===== src/rtl/divisor_unit_pkg.sv =====
// Shared types and sizing helpers for the iterative divider.
// State encoding and step-counter width live here so top and bench agree.
package divisor_unit_pkg;

    typedef enum logic [1:0] {
        IDLE = 2'd0,
        BUSY = 2'd1,
        FIX  = 2'd2,
        DONE = 2'd3
    } div_state_t;

    function automatic int cnt_width(input int p);
        return $clog2(p + 1);
    endfunction

endpackage


===== src/rtl/divisor_unit_step.sv =====
// One restoring-division step: shift in a dividend bit, trial-subtract, keep or restore.
module divisor_unit_step #(
    parameter int parallelism = 32
) (
    input  logic [parallelism-1:0] i_rem,
    input  logic                   i_dvd_bit,
    input  logic [parallelism-1:0] i_divisor,
    output logic [parallelism-1:0] o_rem,
    output logic                   o_q_bit
);

    logic [parallelism:0] w_shifted;
    logic [parallelism:0] w_diff;

    // The partial remainder stays below the divisor, so the MSB of an
    // (N+1)-bit difference is a reliable borrow/sign flag.
    assign w_shifted = {i_rem, i_dvd_bit};
    assign w_diff    = w_shifted - {1'b0, i_divisor};
    assign o_q_bit   = ~w_diff[parallelism];
    assign o_rem     = o_q_bit ? w_diff[parallelism-1:0] : w_shifted[parallelism-1:0];

endmodule


===== src/rtl/divisor_unit.sv =====
// Iterative signed/unsigned divider with RISC-V DIV/REM result semantics.
// Optional DIVISOR_UNIT_EARLY_OUT_EN: divide-by-zero and signed overflow skip BUSY.
//   state | meaning
//   IDLE  | waiting for valid, latches operand magnitudes and sign flags
//   BUSY  | one restoring step per cycle, parallelism cycles
//   FIX   | sign correction and special cases, loads result registers
//   DONE  | res_ready strobe for one cycle
module divisor_unit
    import divisor_unit_pkg::*;
#(
    parameter int parallelism = 32
) (
    input  logic                   clk,
    input  logic                   rst_n,
    input  logic                   valid,
    input  logic                   usigned,
    input  logic [parallelism-1:0] dividend,
    input  logic [parallelism-1:0] divisor,
    output logic [parallelism-1:0] quotient,
    output logic [parallelism-1:0] reminder,
    output logic                   res_ready
);

    localparam int                    CW        = cnt_width(parallelism);
    localparam logic [CW-1:0]         LAST_STEP = CW'(parallelism - 1);
    localparam logic [parallelism-1:0] MOST_NEG = {1'b1, {(parallelism-1){1'b0}}};

    div_state_t               r_state, w_state_next;
    logic [CW-1:0]            r_cnt;
    logic [parallelism-1:0]   r_rem, r_dvd, r_dvs, r_orig;
    logic [parallelism-1:0]   r_quotient, r_reminder;
    logic                     r_neg_q, r_neg_r, r_div_zero, r_ovf;

    logic                     w_dvd_neg, w_dvs_neg, w_div_zero_in, w_ovf_in;
    logic [parallelism-1:0]   w_dvd_mag, w_dvs_mag;
    logic [parallelism-1:0]   w_step_rem, w_q_fix, w_r_fix;
    logic                     w_step_q;

    assign w_dvd_neg     = ~usigned & dividend[parallelism-1];
    assign w_dvs_neg     = ~usigned & divisor[parallelism-1];
    assign w_dvd_mag     = w_dvd_neg ? -dividend : dividend;
    assign w_dvs_mag     = w_dvs_neg ? -divisor : divisor;
    assign w_div_zero_in = (divisor == '0);
    assign w_ovf_in      = ~usigned & (dividend == MOST_NEG) & (divisor == '1);

    divisor_unit_step #(.parallelism(parallelism)) u_step (
        .i_rem     (r_rem),
        .i_dvd_bit (r_dvd[parallelism-1]),
        .i_divisor (r_dvs),
        .o_rem     (w_step_rem),
        .o_q_bit   (w_step_q)
    );

    always_comb begin
        w_q_fix = r_neg_q ? -r_dvd : r_dvd;
        w_r_fix = r_neg_r ? -r_rem : r_rem;
        if (r_div_zero) begin
            w_q_fix = '1;
            w_r_fix = r_orig;
        end else if (r_ovf) begin
            w_q_fix = MOST_NEG;
            w_r_fix = '0;
        end
    end

    always_comb begin
        w_state_next = r_state;
        case (r_state)
            IDLE: begin
                if (valid) begin
`ifdef DIVISOR_UNIT_EARLY_OUT_EN
                    w_state_next = (w_div_zero_in | w_ovf_in) ? FIX : BUSY;
`else
                    w_state_next = BUSY;
`endif
                end
            end
            BUSY:    if (r_cnt == LAST_STEP) w_state_next = FIX;
            FIX:     w_state_next = DONE;
            DONE:    w_state_next = IDLE;
            default: w_state_next = IDLE;
        endcase
    end

    always_ff @(posedge clk) begin
        if (!rst_n) begin
            r_state    <= IDLE;
            r_cnt      <= '0;
            r_rem      <= '0;
            r_dvd      <= '0;
            r_dvs      <= '0;
            r_orig     <= '0;
            r_neg_q    <= 1'b0;
            r_neg_r    <= 1'b0;
            r_div_zero <= 1'b0;
            r_ovf      <= 1'b0;
            r_quotient <= '0;
            r_reminder <= '0;
        end else begin
            r_state <= w_state_next;
            case (r_state)
                IDLE: begin
                    if (valid) begin
                        r_cnt      <= '0;
                        r_rem      <= '0;
                        r_dvd      <= w_dvd_mag;
                        r_dvs      <= w_dvs_mag;
                        r_orig     <= dividend;
                        r_neg_q    <= w_dvd_neg ^ w_dvs_neg;
                        r_neg_r    <= w_dvd_neg;
                        r_div_zero <= w_div_zero_in;
                        r_ovf      <= w_ovf_in;
                    end
                end
                BUSY: begin
                    // r_dvd doubles as the quotient shift register.
                    r_rem <= w_step_rem;
                    r_dvd <= {r_dvd[parallelism-2:0], w_step_q};
                    r_cnt <= r_cnt + CW'(1);
                end
                FIX: begin
                    r_quotient <= w_q_fix;
                    r_reminder <= w_r_fix;
                end
                default: ;
            endcase
        end
    end

    assign quotient  = r_quotient;
    assign reminder  = r_reminder;
    assign res_ready = (r_state == DONE);

endmodule


===== config.mk =====
export PLATFORM = sky130hd
export DESIGN_NAME = divisor_unit
export DESIGN_NICKNAME = d
export VERILOG_FILES = /design/src/rtl/divisor_unit_pkg.sv /design/src/rtl/divisor_unit_step.sv /design/src/rtl/divisor_unit.sv
export SDC_FILE = /design/constraint.sdc
export NUM_CORES = 1
export LEC_CHECK = 0
export ABC_AREA = 0
export CAP_MARGIN = 20
export CORE_MARGIN = 1.5
export CORE_UTILIZATION = 58
export CTS_CLUSTER_DIAMETER = 30
export CTS_CLUSTER_SIZE = 24
export DETAILED_ROUTE_END_ITERATION = 6
export GPL_ROUTABILITY_DRIVEN = 0
export GPL_TIMING_DRIVEN = 0
export PLACE_DENSITY_LB_ADDON = 0.12
export SYNTH_ARGS = -nofsm -noshare
export SYNTH_HDL_FRONTEND = slang
export SYNTH_SLANG_ARGS = --single-unit
export TNS_END_PERCENT = 20

===== constraint.sdc =====
create_clock -name clk -period 3.9 [get_ports clk]
set_input_delay 0.975 -clock clk [delete_from_list [all_inputs] [get_ports clk]]
set_output_delay 0.975 -clock clk [all_outputs]
set_load 0.005 [all_outputs]

==> implementation parameters, run 1 <==
Parameter                              Value

Layout
  Area used by sequential logic in the layout    4080 um2
  Final cell count without fillers    around 2,100
  Relative area change from synthesis to final layout    26.6%
  Multi-input gate area in the final layout    7880 um2
  Number of fill cells    1,585
  Number of nets in the finished design    approximately 1,900
  Diodes inserted    0
  Layout cells sized above 1    between 6 and 7%

Route
  Detail-routed via count per cell    about 6.1
  Detailed-route DRC error count    2
  First-pass detailed-route iteration total    7
  Remaining number of nets flagged by the antenna check after routing    0
  Final routed wirelength across all metal layers    around 40,000 um
  Number of violations reported at the end of detailed-routing iteration 0    ~1,100
  Post-detailed-route wirelength per cell    19.4 um
  Number of vias after detailed routing    approximately 13,000

Setup path
  Critical Path Source Type    primary input
  Library cell appearing most often on the critical path    o31ai_1
  Critical path's top delay family    simple AND/OR/NAND/NOR gates
  Largest stage delay, worst path    between 0.6 and 0.7 ns
  Register-to-Register Setup Slack    roughly 0.48 ns
  Cells traversed along the worst timing path    clkdlybuf4s50_1 -> or4_1 -> nor4_1 -> and2b_1 -> nand4_1 -> o31ai_1 -> xnor2_1 -> nor2_1 -> o31ai_1
  Slowest-stage cell, CP    or4_1
  CP Class    primary input to register
  CP required    around 4.4 ns
  Buffers & Inverters on Critical Path    1
  Arrival time at the worst endpoint    approximately 4.1 ns
  CP Capture Type    register
  Critical path fanouts, max    6

Die
  Starting density of the core    59.4%
  Die area    approximately 23,000 um2
  Number of placement rows    53
  I/O pin count    between 100 and 150
  Y dimension of the die    150 um
  Horizontal die dimension    150 um
  Floorplan core area    about 21,000 um2

Synthesis
  Average instance area after synthesis    7.85 um2
  Share of Yosys cell area claimed by the top area cell type    roughly 33%
  Number of nets produced by synthesis    between 1,500 and 2,000
  Count of flip-flops with a built-in enable after synthesis    0
  Top post-synthesis cells by area    dfxtp_1, nand2_1, o21ai_0
  Fraction of the yosys area taken by sequential cells    32.5%
  Post-synth ARST share    0%
  Post-synth top area cell    dfxtp_1
  Most frequently used flop master after synthesis    dfxtp_1
  Gate count of the mapped netlist    ~1,600
  Total of flip-flops plus latches after synthesis    204
  Post-synth cell types    between 60 and 70
  Warning count from the yosys run    0
  Post-synthesis cell area    approximately 13,000 um2

Place
  IO Port Bufs    roughly 130
  Worst slack after detailed placement    -0.244 ns
  Total placed cells including tap cells    roughly 2,000
  Detail Placement HPWL    around 30,000 um

Power and ir drop
  Part of the power in combinational logic    about 35%
  PwrDens    between 600 and 700 nW/um2
  Register share of total power    27.9%
  Net switching power    slightly below 4000 uW
  Maximum VDD drop    468 uV
  Proportion of total power due to net switching    36.0%
  Clock network power share    a little under two fifths
  Power Internal    around 7000 uW
  Leakage power figure    around 0.0063 uW

Clocking
  Number of H-tree levels    2
  Clock slew seen by the registers of the worst setup and hold paths    around 0.05 ns
  CTS tree    done
  TritonCTS buffer count    45
  Number of clock sinks    between 200 and 250
  Clock Tree Root    clkbuf_16
  Hold-fix buffers at CTS    0
  Maximum root-to-sink buffer count    3
  Clock insertion delay at the later pin of the skew report    0.54 ns
  Post-CTS Setup Repair Bufs    0

Global routing
  Total Routing Usage GR    36.0%
  Largest net degree at the start of global routing    13
  Total gr overflow    0
  Wire length of the first global-routing pass    63,400 um
  Number of global-route vias before repair    12,331
  Initial antenna violation count    0

Flow run
  Max-cap violations    0

STA
  Hold Vio Cnt, Final    0
  Clock Skew    around 0.019 ns
  Post-route worst setup slack    roughly 0.23 ns
  Normalized max-slew margin    between 30% and 40%
  Final Setup Violations    0
  Worst-margin pin slew    ~0.96 ns
  Period minus WS final    around 3.7 ns
  Setup repair after global routing missed its margin    no
  Highest clock rate    273 MHz
  Final Max Slew Viols    0
  Portion of the clock cycle consumed by the worst path in the final layout    94.0%

Run status
  Result of the run    finished, violations left
  Failing checks    design-rule violations

Worst hold path
  Path type of the worst min-delay path    register to register
-- power groups by stage --
stage	clock network (uW)	logic, uW	registers (uW)
6_report	4110	3780	3050
5_1_grt	4220	4140	3100
4_1_cts	4110	3730	3030
3_5_place_dp	0	3680	3060
3_3_place_gp	0	3580	3040
2_1_floorplan	0	2350	2970
-- layout make-up --
cell class / count / share of cell area [%]
clock buffer: 53 / 7.64
inverter: 50 / 1.18
multi-input combinational: 1243 / 49.6
sequential: 204 / 25.7
timing repair buffer: 133 / 8.37
clock inverter: 30 / 2.79
buffer: 103 / 2.63
tap: 275 / 2.16
-- synthesized netlist by cell type (all sizes together), types with 14 or more instances --
master,n
nand2,257
dfxtp,204
o21ai,180
a21oi,115
clkbuf,93
xor2,78
nor2,65
xnor2,65
o211a,54
a21boi,52
inv,48
ha,42
nand3,31
o31ai,31
mux2i,28
or3,22
o41ai,18
nand4,17
a22oi,15
nor3,15
nor4,14
-- through the flow --
stage          util [%]  power (uW)  TNS [ns]  area (um2)  hold WS, ns
2_1_floorplan         -        5320         0       12600        0.443
3_3_place_gp       67.3        6620     -4.01       14200        0.449
3_5_place_dp       67.3        6740     -1.59       14200        0.458
4_1_cts            75.2       10900         0       15900        0.466
5_1_grt            75.2       11500         0       15900        0.491
6_report           75.2       10900         0       15900        0.465
-- worst reg2reg max path: stages (launching register included) --
cell	delay, ns
dfxtp_1	0.35
inv_1	0.11
ha_1	0.24
fa_1	0.38
nand2b_1	0.20
a21oi_1	0.25
o211a_1	0.25
o211ai_1	0.12
and4b_1	0.22
nor4_2	0.30
buf_4	0.27
buf_2	0.32
nand4_1	0.13
o311ai_0	0.13
-- per-layer routing --
metal  routed length (um)  share of wire [%]  GRT usage, %
met5                    0                  0             0
met4                 2700                6.7          24.6
met3                 2930                7.2          5.39
met1                15400                 38          41.1
met2                19400                 48          62.0
-- cells in the final DEF, fill, tap and decap left out, types with 45 or more instances in the layout --
master	count
a21boi_0	52
a21oi_1	115
clkbuf_1	93
clkbuf_16	45
clkdlybuf4s50_1	132
dfxtp_1	204
inv_1	48
nand2_1	257
nor2_1	65
o211a_1	54
o21ai_0	176
xnor2_1	65
xor2_1	78
-- logic make-up after synthesis --
family          after synthesis  share of synthesized area (%)
compound gates              533                           27.5
xor+xnor                    143                           9.97
fa+ha+maj                    43                           4.34
buf+inv                     153                           4.83
flops                       204                           32.5
mux                          29                           2.32
simple gates                495                           18.5
-- repair_timing --
item	CTS	global route
hold endpoints to repair	0	0
gates resized for setup	0	2
setup endpoints to repair	0	3
-- flip-flops by register name, indices dropped and copies added (netlist names) --
| register | count |
|---|---|
| quotient | 32 |
| r_cnt | 6 |
| r_div_zero | 1 |
| r_dvd | 32 |
| r_dvs | 32 |
| r_neg_q | 1 |
| r_neg_r | 1 |
| r_orig | 32 |
| r_ovf | 1 |
| r_rem | 32 |
| r_state | 2 |
| reminder | 32 |
-- worst paths after layout --
kind | start | end | cells past startpoint
worst min register to register | r_orig[23] | r_orig[23] | 2
worst min-delay path | r_orig[23] | r_orig[23] | 2
worst max register to register | r_dvd[31] | r_rem[2] | 13
worst max-delay path | dividend[7] | r_dvd[30] | 9
No activity file was read; power rests on OpenSTA's default activity.
==> run 2, diff against run 1 <==
--- a/config.mk
+++ b/config.mk
@@ -12,7 +12,6 @@
 export CTS_CLUSTER_DIAMETER = 30
 export CTS_CLUSTER_SIZE = 24
 export DETAILED_ROUTE_END_ITERATION = 6
-export GPL_ROUTABILITY_DRIVEN = 0
 export GPL_TIMING_DRIVEN = 0
 export PLACE_DENSITY_LB_ADDON = 0.12
 export SYNTH_ARGS = -nofsm -noshare
==> run 2 against run 1 <==
The run now ends clean. Cell area rose by 0.17%. Global-route usage fell by 0.18 points. Fmax rose by 0.25%. Worst hold slack got worse by 0.0012 ns. Critical endpoint unchanged. Non-clock buffer count did not move. Clock-buffer cell count rose by 5. Highest routed layer unchanged. Register-to-register slack got worse by 0.15 ns. Sequential share of layout area barely moved. Clock power barely moved. Via count rose by 0.51%. First-iteration DRC count fell by 14%.
==> implementation parameters, run 2 (synthesis results as in run 1) <==
Parameter                              Value

Global routing
  Number of global-route vias before repair    12,233 (was 12,331)
  Wire length of the first global-routing pass    63,000 um (was 63,400 um)
  Initial antenna violation count    0 (unchanged)
  Total gr overflow    0 (unchanged)
  Total Routing Usage GR    35.8% (was 36.0%)
  Largest net degree at the start of global routing    13 (unchanged)

Layout
  Number of fill cells    1,583 (was 1,585)
  Layout cells sized above 1    6.26% (was 6.17%)
  Most common cell after layout, fill and taps aside    nand2_1 (unchanged)
  Fraction of the core area covered by cells at the end of the flow    75.3% (was 75.2%)
  Diodes inserted    0 (unchanged)
  Commonest cells after routing, fill and taps aside    nand2_1, dfxtp_1, o21ai_0 (unchanged)
  Relative area change from synthesis to final layout    26.9% (was 26.6%)
  Number of nets in the finished design    1,894 (was 1,891)
  Final cell count without fillers    2,096 (was 2,091)

Die
  Y dimension of the die    150 um (unchanged)
  Die area    22,600 um2 (unchanged)
  Horizontal die dimension    150 um (unchanged)
  Floorplan core area    21,200 um2 (unchanged)
  Number of placement rows    53 (unchanged)
  I/O pin count    133 (unchanged)
  Starting density of the core    59.4% (unchanged)

Setup path
  Critical path fanouts, max    6 (unchanged)
  Largest stage delay, worst path    0.64 ns (about the same)
  Library cell appearing most often on the critical path    o31ai_1 (unchanged)
  Start point of the critical path    dividend[7] (unchanged)
  Capturing point of the worst reg2reg path    r_rem[2] (unchanged)
  Register-to-Register Setup Slack    0.33 ns (was 0.48 ns)
  Launching point of the worst reg2reg path    r_rem[22] (was r_dvd[31])
  Arrival time at the worst endpoint    4.10 ns (was 4.11 ns)
  Critical Path Source Type    primary input (unchanged)
  Buffers & Inverters on Critical Path    1 (unchanged)
  Critical path's top delay family    simple AND/OR/NAND/NOR gates (unchanged)
  CP Class    primary input to register (unchanged)
  Worst Reg-to-Reg Cells    11 (was 13)
  CP required    4.35 ns (about the same)
  CP Capture Type    register (unchanged)
  Cells traversed along the worst timing path    clkdlybuf4s50_1 -> or4_1 -> nor4_1 -> and2b_1 -> nand4_1 -> o31ai_1 -> xnor2_1 -> nor2_1 -> o31ai_1 (unchanged)
  Slowest-stage cell, CP    or4_1 (unchanged)

STA
  Clock Skew    0.0150 ns (was 0.0191 ns)
  Highest clock rate    274 MHz (was 273 MHz)
  Worst hold slack    0.464 ns (was 0.465 ns)
  Final Setup Violations    0 (unchanged)
  TNS Setup    0 ns (unchanged)
  Portion of the clock cycle consumed by the worst path in the final layout    93.7% (was 94.0%)
  Period minus WS final    3.66 ns (was 3.67 ns)
  Setup repair after global routing missed its margin    no (unchanged)
  Hold Vio Cnt, Final    0 (unchanged)
  Final Max Slew Viols    0 (unchanged)
  Worst-margin pin slew    0.977 ns (was 0.964 ns)
  Normalized max-slew margin    34.3% (was 35.2%)

Power and ir drop
  PwrDens    687 nW/um2 (was 688 nW/um2)
  Maximum VDD drop    410 uV (was 468 uV)
  Leakage power figure    0.00629 uW (was 0.00627 uW)

Route
  First-pass detailed-route iteration total    5 (was 7)
  Number of vias after detailed routing    12,853 (was 12,788)
  Remaining number of nets flagged by the antenna check after routing    0 (unchanged)
  Post-detailed-route wirelength per cell    19.5 um (was 19.4 um)
  Detailed-route DRC error count    0 (was 2)
  Final routed wirelength across all metal layers    40,800 um (was 40,500 um)
  Number of violations reported at the end of detailed-routing iteration 0    902 (was 1,053)
  Detail-routed via count per cell    6.13 (was 6.12)

Clocking
  Clock Tree Root    clkbuf_16 (unchanged)
  Clock slew seen by the registers of the worst setup and hold paths    0.05 ns (about the same)
  Hold-fix buffers at CTS    0 (unchanged)
  CTS tree    done (unchanged)
  Clock insertion delay at the later pin of the skew report    0.54 ns (about the same)
  Number of clock sinks    204 (unchanged)
  Number of H-tree levels    2 (unchanged)
  TritonCTS buffer count    48 (was 45)
  Maximum root-to-sink buffer count    3 (unchanged)

Place
  Detail Placement HPWL    30,800 um (was 30,400 um)
  Total placed cells including tap cells    2,008 (unchanged)
  Final GP Congestion    about 1
  IO Port Bufs    132 (unchanged)

Worst hold path
  Depth of the worst hold-timing path    2 (unchanged)
  Worst Hold End    r_orig[4] (was r_orig[23])
  Path type of the worst min-delay path    register to register (unchanged)
  Hold Crit Start    r_orig[4] (was r_orig[23])

Flow run
  Max-cap violations    0 (unchanged)

Run status
  Result of the run    completed (was finished, violations left)
run 2: changes by cell type in the layout (fill, tap and decap cells not counted), sizes merged:
| cell | before | now |
|---|---|---|
| inv | 49 | 51 |
| bufinv | 9 | 7 |
| clkbuf | 146 | 151 |
run 2: timing repair:
item	in CTS	in global routing
buffers inserted	0	0
gates resized for setup	0	3
endpoints found under the setup margin	0	4
run 2: worst max-delay path by stage:
stage / endpoint / slack, ns / cells after the start
5_1_grt: r_dvd[30] / 0.003 / 9
6_report: r_dvd[30] / 0.24 / 9
3_3_place_gp: r_dvs[30] / -0.35 / 11
2_1_floorplan: r_dvs[30] / 0.67 / 8
3_5_place_dp: r_dvs[30] / -0.41 / 9
4_1_cts: r_dvs[30] / 0.13 / 9
run 2: final cells by class:
cell class              count  area (um2)  area share [%]
multi-input cells        1243        7890            49.5
inverters                  50         188            1.18
plain buffers             103         419            2.63
clock inverters            30         390            2.45
repair buffers            133        1330            8.35
well taps                 275         344            2.16
flip-flops and latches    204        4080            25.6
clock buffers              58        1290            8.09
run 2: metrics by stage:
step                worst slack, ns  instance area (um2)  total power [uW]
floorplan                     0.672                12600              5320
global route                0.00280                15900             11500
detailed placement           -0.407                14200              6750
CTS                           0.125                15900             10900
global placement             -0.350                14200              6660
finish                        0.244                15900             11000
run 2: report_power, final:
| group | internal, uW | switching (uW) | total, uW |
|---|---|---|---|
| combinational | 1560 | 2220 | 3780 |
| clock | 2820 | 1300 | 4120 |
| sequential | 2620 | 441 | 3060 |
| total | 6990 | 3960 | 11000 |
run 2: tightest hold or removal path: cells and delay by family, from the launching register on:
family	cells	cell delay, ns
AOI/OAI and AO/OA	1	0.06
and+or+nand+nor	1	0.05
DFF	1	0.30
run 2: routing by layer:
layer  GRT usage [%]  vias up  wire length [um]
li1                -     6101                 -
met1            40.4     5996             15600
met2            61.9      591             19700
met3            5.88      165              2900
met4            24.3        0              2720
met5               0        -                 0
==> run 3, diff against run 2 <==
--- a/config.mk
+++ b/config.mk
@@ -5,8 +5,8 @@
 export SDC_FILE = /design/constraint.sdc
 export NUM_CORES = 1
 export LEC_CHECK = 0
-export ABC_AREA = 0
 export CAP_MARGIN = 20
+export CORE_ASPECT_RATIO = 0.7
 export CORE_MARGIN = 1.5
 export CORE_UTILIZATION = 58
 export CTS_CLUSTER_DIAMETER = 30
==> run 3 against run 2 <==
Critical path depth fell by 1. Via count rose by 2.8%. Flip-flop and latch count did not move. Critical path type unchanged. Cell count fell by 1.0%. Core utilization fell by 1.5 points.
==> implementation parameters, run 3 (synthesis results as in run 1) <==
Parameter                              Value

Worst hold path
  Hold Crit Start    r_orig[27] (was r_orig[4])
  Worst Hold End    r_orig[27] (was r_orig[4])
  Depth of the worst hold-timing path    2 (unchanged)
  Path type of the worst min-delay path    register to register (unchanged)

Global routing
  Initial antenna violation count    1 (was 0)
  Total gr overflow    0 (unchanged)
  Largest net degree at the start of global routing    13 (unchanged)
  Wire length of the first global-routing pass    66,400 um (was 63,000 um)
  Number of global-route vias before repair    11,955 (was 12,233)
  Total Routing Usage GR    38.2% (was 35.8%)

Clocking
  Number of H-tree levels    2 (unchanged)
  Clock insertion delay at the later pin of the skew report    0.52 ns (was 0.54 ns)
  TritonCTS buffer count    36 (was 48)
  Number of clock sinks    204 (unchanged)
  Maximum root-to-sink buffer count    3 (unchanged)
  Clock Tree Root    clkbuf_16 (unchanged)
  Post-CTS Setup Repair Bufs    0 (unchanged)
  CTS tree    done (unchanged)
  Clock slew seen by the registers of the worst setup and hold paths    0.06 ns (was 0.05 ns)

Setup path
  Critical path's top delay family    simple AND/OR/NAND/NOR gates (unchanged)
  Register-to-Register Setup Slack    0.25 ns (was 0.33 ns)
  CP Capture Type    register (unchanged)
  Critical Path Source Type    primary input (unchanged)
  CP Class    primary input to register (unchanged)
  Slowest-stage cell, CP    or4_1 (unchanged)
  CP required    4.37 ns (was 4.35 ns)
  Worst Reg-to-Reg Cells    12 (was 11)
  Arrival time at the worst endpoint    4.33 ns (was 4.10 ns)
  Cells traversed along the worst timing path    clkdlybuf4s50_1 -> or4_1 -> nor4_4 -> and4_1 -> and3_1 -> o21ai_0 -> o21ai_0 -> o211a_1 (was clkdlybuf4s50_1 -> or4_1 -> nor4_1 -> and2b_1 -> nand4_1 -> o31ai_1 -> xnor2_1 -> nor2_1 -> o31ai_1)
  Buffers & Inverters on Critical Path    1 (unchanged)
  Largest stage delay, worst path    0.65 ns (was 0.64 ns)
  Capturing point of the worst reg2reg path    r_rem[29] (was r_rem[2])
  Launching point of the worst reg2reg path    r_dvd[31] (was r_rem[22])
  Critical path fanouts, max    8 (was 6)
  Library cell appearing most often on the critical path    o21ai_0 (was o31ai_1)

Layout
  Final standard cell area without fillers    15,500 um2 (was 15,900 um2)
  Final cell count without fillers    2,075 (was 2,096)
  Number of nets in the finished design    1,881 (was 1,894)
  Relative area change from synthesis to final layout    23.3% (was 26.9%)
  Commonest cells after routing, fill and taps aside    nand2_1, dfxtp_1, o21ai_0 (unchanged)
  Multi-input gate area in the final layout    7910 um2 (was 7890 um2)
  Layout cells sized above 1    5.39% (was 6.26%)
  Most common cell after layout, fill and taps aside    nand2_1 (unchanged)
  Area used by sequential logic in the layout    4080 um2 (unchanged)
  Number of fill cells    1,664 (was 1,583)

Place
  Final GP Congestion    0.970 (was 0.972)
  Worst slack after detailed placement    -0.509 ns (was -0.407 ns)
  Area post-placement    14,200 um2 (about the same)
  IO Port Bufs    132 (unchanged)
  Detail Placement HPWL    32,800 um (was 30,800 um)
  Total placed cells including tap cells    2,008 (unchanged)

STA
  Setup repair after global routing missed its margin    yes (was no)
  Post-route worst setup slack    0.0400 ns (was 0.244 ns)
  Final Setup Violations    0 (unchanged)
  Highest clock rate    259 MHz (was 274 MHz)
  Final Max Slew Viols    0 (unchanged)
  Period minus WS final    3.86 ns (was 3.66 ns)
  Portion of the clock cycle consumed by the worst path in the final layout    99.0% (was 93.7%)
  Normalized max-slew margin    28.2% (was 34.3%)
  Clock Skew    0.0330 ns (was 0.0150 ns)
  Hold Vio Cnt, Final    0 (unchanged)
  Worst-margin pin slew    1.07 ns (was 0.977 ns)

Power and ir drop
  PwrDens    655 nW/um2 (was 687 nW/um2)
  Maximum VDD drop    402 uV (was 410 uV)
  Leakage power figure    0.00607 uW (was 0.00629 uW)

Route
  Remaining number of nets flagged by the antenna check after routing    0 (unchanged)
  Detail-routed via count per cell    6.36 (was 6.13)
  First-pass detailed-route iteration total    6 (was 5)
  Number of vias after detailed routing    13,207 (was 12,853)
  Post-detailed-route wirelength per cell    20.8 um (was 19.5 um)
  Detailed-route DRC error count    0 (unchanged)
  Final routed wirelength across all metal layers    43,200 um (was 40,800 um)
  Number of violations reported at the end of detailed-routing iteration 0    1,700 (was 902)

Run status
  Result of the run    completed (unchanged)

Die
  I/O pin count    133 (unchanged)
  Y dimension of the die    126 um (was 150 um)
  Horizontal die dimension    179 um (was 150 um)
  Floorplan core area    21,000 um2 (was 21,200 um2)
  Die area    22,600 um2 (about the same)
  Starting density of the core    59.9% (was 59.4%)
  Number of placement rows    44 (was 53)

Flow run
  Max-cap violations    0 (unchanged)
[run 3: metal layers]
| metal | GRT usage [%] | part of all wire (%) |
|---|---|---|
| met2 | 51.3 | 39 |
| met3 | 9.36 | 13 |
| met1 | 59.9 | 46 |
| met4 | 8.48 | 1.7 |
| met5 | 0 | 0 |
[run 3: stage by stage]
stage | setup TNS (ns) | power (uW) | utilization [%] | hold slack (ns)
detailed placement | -4.24 | 6840 | 67.9 | 0.462
floorplan | 0 | 5320 | - | 0.443
global placement | -8.74 | 6740 | 67.8 | 0.454
global route | -0.00436 | 10600 | 73.9 | 0.488
finish | 0 | 10100 | 73.9 | 0.463
CTS | 0 | 9990 | 73.7 | 0.468
[run 3: power breakdown]
| group | total [uW] | switching (uW) | internal (uW) | leakage (uW) |
|---|---|---|---|---|
| combinational | 3900 | 2340 | 1560 | 0.00382 |
| sequential | 3100 | 484 | 2610 | 0.00167 |
| clock | 3150 | 1180 | 1960 | 0.000579 |
[run 3: how the worst max path moves through the flow]
stage                startpoint        end  slack [ns]  cells past startpoint
finish              dividend[0]  r_dvd[31]        0.04                      8
global route        dividend[0]  r_dvd[31]      -0.004                      8
CTS                 dividend[0]  r_dvd[31]        0.02                      8
detailed placement  dividend[0]  r_dvd[31]       -0.51                      8
global placement    dividend[0]  r_dvd[31]       -1.03                      8
floorplan           divisor[10]  r_dvs[30]        0.67                      8
[run 3: layout make-up]
| type | instances | share of cell area (%) |
|---|---|---|
| Clock buffer | 41 | 6.27 |
| Inverter | 50 | 1.21 |
| Timing Repair Buffer | 132 | 8.53 |
| Antenna cell | 1 | 0.0161 |
| Multi-Input combinational cell | 1243 | 51.1 |
| Tap cell | 276 | 2.23 |
| Clock inverter | 25 | 1.60 |
| Sequential cell | 204 | 26.4 |
| Buffer | 103 | 2.72 |
[run 3: worst reg2reg max path: cells and delay by family (launching register included)]
kind,cells,cell delay [ns]
buffers and inverters,2,0.58
AND/OR/NAND/NOR,3,0.81
adder cells (fa/ha/maj),2,0.63
AO/OA/AOI/OAI,4,0.85
multiplexers,1,0.26
flip-flops,1,0.36
[run 3: what timing repair did]
| item | CTS | global route |
|---|---|---|
| setup endpoints to repair | 0 | 10 |
| hold buffers | 0 | 0 |
| gates resized for setup | 0 | 6 |
